$ cat config.mk
export PLATFORM = sky130hd
export DESIGN_NAME = beep_pulse_stretcher
export DESIGN_NICKNAME = d
export VERILOG_FILES = /design/src/rtl/beep_pulse_stretcher.sv
export SDC_FILE = /design/constraint.sdc
export NUM_CORES = 1
export LEC_CHECK = 0
export CAP_MARGIN = 20
export CORE_MARGIN = 3
export CORE_UTILIZATION = 60
export CTS_CLUSTER_DIAMETER = 150
export DETAILED_ROUTE_END_ITERATION = 10
export GPL_ROUTABILITY_DRIVEN = 0
export PLACE_DENSITY = 0.8
export SYNTH_ARGS = -nofsm -noshare
export SYNTH_HDL_FRONTEND = slang
export SYNTH_SLANG_ARGS = --single-unit
$ cat constraint.sdc
create_clock -name CLK -period 3.4 [get_ports CLK]
set_clock_uncertainty 0.1 [all_clocks]
set_input_delay 0.68 -clock CLK [delete_from_list [all_inputs] [get_ports CLK]]
set_output_delay 0.68 -clock CLK [all_outputs]
set_load 0.005 [all_outputs]
$ cat src/rtl/beep_pulse_stretcher.sv
// beep_pulse_stretcher
//   Turns single-cycle event strobes into human-perceivable beeps: a fixed-length
//   LED level plus a gated square-wave tone. Events arriving while a beep is in
//   progress are queued in a saturating counter and replayed after a silent gap.
//
// Ports
//   CLK    system clock, rising edge
//   CLR    asynchronous reset, active-high
//   TRIG   event strobe, one cycle per event
//   LEVEL  high for the whole ON phase
//   TONE   square wave during ON, 0 otherwise
//   BUSY   high in ON or GAP
//   PEND   queued events not yet started
//   DROP   one-cycle pulse when an event is lost to saturation
module beep_pulse_stretcher #(
  parameter int unsigned TICK_DIV = 50000,
  parameter int unsigned ON_MS    = 100,
  parameter int unsigned GAP_MS   = 50,
  parameter int unsigned TONE_DIV = 12500,
  parameter int unsigned PEND_W   = 3
) (
  input  logic              CLK,
  input  logic              CLR,
  input  logic              TRIG,
  output logic              LEVEL,
  output logic              TONE,
  output logic              BUSY,
  output logic [PEND_W-1:0] PEND,
  output logic              DROP
);

  localparam int unsigned ON_CYC  = ON_MS * TICK_DIV;
  localparam int unsigned GAP_CYC = GAP_MS * TICK_DIV;
  localparam int unsigned MAX_CYC = (ON_CYC > GAP_CYC) ? ON_CYC : GAP_CYC;
  localparam int unsigned DUR_W   = (MAX_CYC > 1) ? $clog2(MAX_CYC) : 1;
  localparam int unsigned TONE_W  = (TONE_DIV > 1) ? $clog2(TONE_DIV) : 1;
  localparam logic [PEND_W-1:0] PEND_MAX = '1;

  typedef enum logic [1:0] {
    S_IDLE = 2'd0,
    S_ON   = 2'd1,
    S_GAP  = 2'd2
  } state_t;

  state_t             state;
  state_t             state_n;
  logic [DUR_W-1:0]   dur;
  logic [TONE_W-1:0]  tcnt;
  logic [PEND_W-1:0]  pend_n;
  logic               drop_n;
  logic               on_done;
  logic               gap_done;
  logic               enter_on;

  // Duration counter restarts on every state entry, so these are exact phase ends.
  assign on_done  = (dur == DUR_W'(ON_CYC - 1));
  assign gap_done = (dur == DUR_W'(GAP_CYC - 1));
  assign enter_on = (state_n == S_ON) && (state != S_ON);

  // Next-state and queue bookkeeping.
  always_comb begin
    state_n = state;
    pend_n  = PEND;
    drop_n  = 1'b0;
    case (state)
      S_IDLE: begin
        if (TRIG) state_n = S_ON;
      end
      S_ON: begin
        if (on_done) state_n = S_GAP;
        if (TRIG) begin
          if (PEND == PEND_MAX) drop_n = 1'b1;
          else                  pend_n = PEND + 1'b1;
        end
      end
      S_GAP: begin
        if (gap_done) begin
          if (PEND != '0) begin
            state_n = S_ON;
            // A coincident TRIG replaces the event being dequeued.
            if (!TRIG) pend_n = PEND - 1'b1;
          end else if (TRIG) begin
            state_n = S_ON;
          end else begin
            state_n = S_IDLE;
          end
        end else if (TRIG) begin
          if (PEND == PEND_MAX) drop_n = 1'b1;
          else                  pend_n = PEND + 1'b1;
        end
      end
      default: state_n = S_IDLE;
    endcase
  end

  // State, counters and registered outputs.
  always_ff @(posedge CLK or posedge CLR) begin
    if (CLR) begin
      state <= S_IDLE;
      dur   <= '0;
      tcnt  <= '0;
      LEVEL <= 1'b0;
      TONE  <= 1'b0;
      BUSY  <= 1'b0;
      PEND  <= '0;
      DROP  <= 1'b0;
    end else begin
      state <= state_n;
      dur   <= ((state_n != state) || (state_n == S_IDLE)) ? '0 : dur + 1'b1;
      LEVEL <= (state_n == S_ON);
      BUSY  <= (state_n != S_IDLE);
      PEND  <= pend_n;
      DROP  <= drop_n;
      if (enter_on) begin
        TONE <= 1'b1;
        tcnt <= '0;
      end else if (state_n == S_ON) begin
        if (tcnt == TONE_W'(TONE_DIV - 1)) begin
          TONE <= ~TONE;
          tcnt <= '0;
        end else begin
          tcnt <= tcnt + 1'b1;
        end
      end else begin
        TONE <= 1'b0;
        tcnt <= '0;
      end
    end
  end

endmodule
Yosys cells after proc, flatten, opt, wreduce, memory -nomap -nowiden
Index checks and enable logic that the tools add are counted.
- add/sub/neg operators: 4
- $mul: 0
- divide/modulo/power cells: 0
- order comparisons: 0
- equal/unequal tests: 12
- shifts and indexed selects: 0
- multiplexer cells: 23
- bitwise logic cells: 1
- reductions and logical operators: 8
- operators by type and width (kind ; count):
    $mux W14 ; 3
    $add A23 B1 Y23 const B ; 1
    $eq A23 B22 Y1 const B ; 1
    $eq A23 B23 Y1 const B ; 1
    $mux W23 ; 1
    $mux W3 ; 5
    $add A14 B1 Y14 const B ; 1
    $eq A14 B14 Y1 const B ; 1
    $mux W1 ; 8
    $mux W2 ; 3
    $ne A3 B3 Y1 const B ; 2
    $pmux W2 S3 ; 1
    $pmux W3 S2 ; 1
    $eq A2 B1 Y1 const B ; 2
    $logic_not A2 Y1 ; 2
    $reduce_bool A2 Y1 ; 2
    $add A3 B1 Y3 const B ; 1
    $eq A3 B3 Y1 const B ; 1
    $ne A3 B2 Y1 const B ; 1
    $reduce_and A3 Y1 ; 1
    $reduce_bool A3 Y1 ; 1
    $sub A3 B1 Y3 const B ; 1
    $eq A2 B2 Y1 const B ; 1
    $ne A2 B1 Y1 const B ; 1
    other kinds (5) ; 5
- register bits: 46
- bits in latches: 0
- memory bits (writable): 0
- bits in read-only memories: 0
- output and inout bits: 7
- word-level logic and storage cells: 56
- memories: 0

Longest topological paths before layout
- word-level depth: 7
- depth in mapped cells: 10
- mapped depth without buffers: 8

Worst setup path after synthesis
Ideal clock, no wire load.
- path type: register to register
- start: register state[0]
- end: register dur[11]
- arrival time: 2.304 ns
- data required time: 3.211 ns
- slack: 0.907 ns
- cell stages (with the launch flop): 10
- path buffers: 1
- clock period less this slack: 2.493 ns
- path through: dfrtp_1 > inv_1 > ha_1 > and4b_1 > nand4_1 > or2_0 > a32o_1 > a221o_1 > buf_6 > a211oi_2
- longest elaborated chain between the ends: 5
- elaborated cells between the ends (all ways): 11
- RTL lines (element ; RTL line ; RTL):
    start: declaration ; 45 ; state_t state;
    start signal: assignment ; 108 ; state <= state_n;
    $eq A2 B2 Y1, or another cell as far along ; 65 ; case (state)
    $pmux W2 S3 ; 65 ;
    $ne A2 B2 Y1 or $logic_not A2 Y1 (tied branches) ; 109 ; dur <= ((state_n != state) || (state_n == S_IDLE)) ? '0 : dur + 1'b1;
    $logic_or A1 B1 Y1 (*) ; 109 ;
    $mux W23 (*) ; 109 ;
    end signal: assignment ; 109 ;
    end: declaration ; 47 ; logic [DUR_W-1:0] dur;
Every way passes the cells marked *; elsewhere a longest branch is shown, timed or not.
A chain may end at the register's enable or synchronous reset.

Worst setup path in the final report
- start: input port TRIG
- end: register dur[2]
- longest elaborated chain between the ends: 7
- elaborated cells between the ends (all ways): 9
- RTL lines (element ; RTL line ; RTL):
    start: declaration ; 24 ; input logic TRIG,
    $mux W1 ; 82 ; end else if (TRIG) begin
    $mux W1 ; 78 ; if (PEND != '0) begin
    $mux W2 ; 77 ; if (gap_done) begin
    $pmux W2 S3 (*) ; 65 ;
    $ne A2 B2 Y1 or $logic_not A2 Y1 (tied branches) ; 109 ;
    $logic_or A1 B1 Y1 (*) ; 109 ;
    $mux W23 (*) ; 109 ;
Marks and branches as above.

==> results.toml <==
[placed_design]
placed_cell_area_um2 = 2810
place.detailed.hpwl_um = 3280
port_buffers = 9
placed_cells = 308

[global_route]
grt_pass1_vias = 1893
busiest_layer = "met2"
globalRoute.totalOverflow = 0
grt_first_pass_wirelength_um = 8770
gr-usage-met2_pct = 31.1
antenna_found_initial = 0
grt.total_usage_pct = 20.9
grt_max_degree = 47
met1_usage_pct = 29.3
gr-usage-met3_pct = 5.65

[synth]
synth_top_area_share_pct = 42.7
synthArstFlopShare_pct = 100
synthTopCellsByArea = "dfrtp_1 43%, a211oi_2 8.8%, xor2_1 8.1%"
postSynthCellCount = 255
synthFlopType = "dfrtp_1"
ys_seq_elements = 46
synthDistinctLibCells = 46
synth_warnings = 0
syn_area_um2 = 2700
synth-edff-count = 0
synth_area_per_cell_um2 = 10.6
synthesis.nets = 267
yosysSeqAreaShare_pct = 42.7
synth_top_cell_by_area = "dfrtp_1"

[timing]
rsz0062_at_grt = "no"
fin_crit_sh_pct = 84.7
maxSlewViolCount = 0
whs_ns = 0.409
relSlewSlack_pct = 39.0
hold_viol = 0
fin_crit_ns = 2.88
worst_pin_slew_ns = 0.914
setup_viol = 0
max_freq_ghz = 0.347
tns_ns = 0

[die]
die_w_um = 73.0
die-area_um2 = 5330
io_pins = 10
core-area_um2 = 4170
num_rows = 23
initial_core_util_pct = 64.6
die_h_um = 73.0

[status]
status = "completed"

[route]
wl_um = 4880
drc_errors = 0
drtPass1Iterations = 4
vias = 1888
viasPerCell = 5.99
ant_nets = 0
routedWlPerCell_um = 15.5
drt-initial-drc-count = 138

[cts]
clk_pin_slew_worst_paths_ns = 0.08
clkSinkCount = 46
ctsHoldBuffers = 0
cts_root_buf = "clkbuf_8"
postCtsSetupBuffers = 0
clockBufferDepth = 2
clk_latency_ns = 0.29
numCtsBuffers = 5
cts_resized = 0
h-tree-depth = 2
tritoncts = "done"

[pwr]
ir_drop_v = 0.000457
p_per_area_nw_per_um2 = 538
total_power_mw = 1.57
p_leak_nw = 1.17

[worst_hold_path]
hold_path_depth = 1
min_path_type = "flip-flop to flip-flop"
hold_start = "tcnt[0]$_DFF_PP0_"
holdPathEnd = "tcnt[0]$_DFF_PP0_"

[critical_path]
reg2reg_depth = 9
reg2reg_to = "dur[2]$_DFF_PP0_"
crit_arrival_ns = 2.98
rr_startpoint = "state[0]$_DFF_PP0_"
cp-start-kind = "input pin"
path_max_fanout = 23
cp.required_ns = 3.50
ff2ff_setup_slack_ns = 0.58
criticalPathCategory = "input pin to flip-flop"
end_kind = "flip-flop"

[layout]
area_delta_synth_final_pct = 8.40
nets = 277
final_area_um2 = 2920
nFillCells = 312
drive_above_1_share_pct = 14.7
final_cell_count_no_fill = 315
n_antenna_cell = 0

[flow_run]
cap_violations = 0
stage by stage:
step / utilization [%] / setup WS [ns]
finish: 70.0 / 0.521
floorplan: - / 0.907
global route: 70.0 / 0.432
detailed placement: 67.3 / 0.227
global placement: 67.3 / 0.312
CTS: 70.0 / 0.528
flip-flops by register name, indices dropped and copies added, names as in the netlist:
signal	cells
tcnt	14
state	2
PEND	3
BUSY	1
dur	23
TONE	1
DROP	1
LEVEL	1
cell usage after synthesis (2+ instances only):
master / count
nor2b_1: 3
nand2_1: 11
xor2_1: 25
xnor2_1: 11
dfrtp_1: 46
nand4_1: 11
nor2_1: 26
and4_1: 4
inv_1: 10
and4b_1: 2
a21oi_1: 7
o21a_1: 2
mux2i_1: 2
clkbuf_1: 5
buf_6: 4
a211oi_1: 3
and3_1: 6
nand3_1: 19
o21ai_0: 3
a211oi_2: 19
o211ai_1: 2
and2_1: 2
ha_1: 9
layout make-up:
class                   count  area (um^2)  area share [%]
multi-input cells         189         1440            49.2
clock inverters             1         30.0            1.03
well taps                  50         62.6            2.14
inverters                  10         37.5            1.28
flip-flops and latches     46         1150            39.4
repair buffers             13          120            4.11
clock buffers               6         82.6            2.83
how the worst max path moves through the flow:
stage | endpoint | slack [ns] | start | cells past startpoint
6_report | dur[2]$_DFF_PP0_ | 0.52 | TRIG | 8
5_1_grt | dur[22]$_DFF_PP0_ | 0.43 | TRIG | 8
4_1_cts | dur[2]$_DFF_PP0_ | 0.53 | TRIG | 8
3_5_place_dp | dur[2]$_DFF_PP0_ | 0.23 | TRIG | 8
3_3_place_gp | dur[2]$_DFF_PP0_ | 0.31 | TRIG | 8
2_1_floorplan | dur[11]$_DFF_PP0_ | 0.91 | state[0]$_DFF_PP0_ | 9
report_power, final:
part	switching, mW	internal [mW]	total, mW	leakage [nW]
clock	0.175	0.235	0.410	0.0573
sequential	0.0558	0.610	0.665	0.621
combinational	0.282	0.215	0.498	0.491
total	0.513	1.06	1.57	1.17
critical path, cell delays in order:
cell,delay [ns]
clkdlybuf4s50_1,0.51
or3b_2,0.51
nand4_1,0.14
o21ai_0,0.09
a32o_1,0.20
a221o_1,0.31
buf_4,0.24
a211oi_1,0.28
routing by layer:
metal / part of all wire [%] / wire [um]
met2: 45 / 2210
met3: 3.4 / 167
met1: 50 / 2430
met4: 1.6 / 79
met5: 0 / 0
cell families after synthesis:
logic type | count (synthesis) | share of synthesized area (%)
DFF | 46 | 42.7
adders and majority gates | 9 | 4.18
AOI/OAI and AO/OA | 43 | 15.1
xor gates and xnor gates | 36 | 11.7
and+or+nand+nor | 99 | 21.6
muxes | 2 | 0.742
buffers and inverters | 20 | 3.94
cells in the final DEF (no fill, tap or decap), types with 2 or more instances in the layout:
cell type        Yosys  final
and3_1               6      6
buf_4                0      4
and2_1               2      2
xor2_1              25     25
a211oi_1             3      3
dfrtp_1             46     46
o21a_1               2      2
mux2i_1              2      2
and4b_1              2      2
a21oi_1              7      7
and4_1               4      4
ha_1                 9      9
a211oi_2            19     19
nand4_1             11     11
clkbuf_8             0      6
inv_1               10      9
nand2_1             11     11
o211ai_1             2      2
nor2b_1              3      3
o21ai_0              3      3
nand3_1             19     19
clkdlybuf4s50_1      0      9
nor2_1              26     26
xnor2_1             11     11
Note: power is estimated with default switching activity, not from simulation.
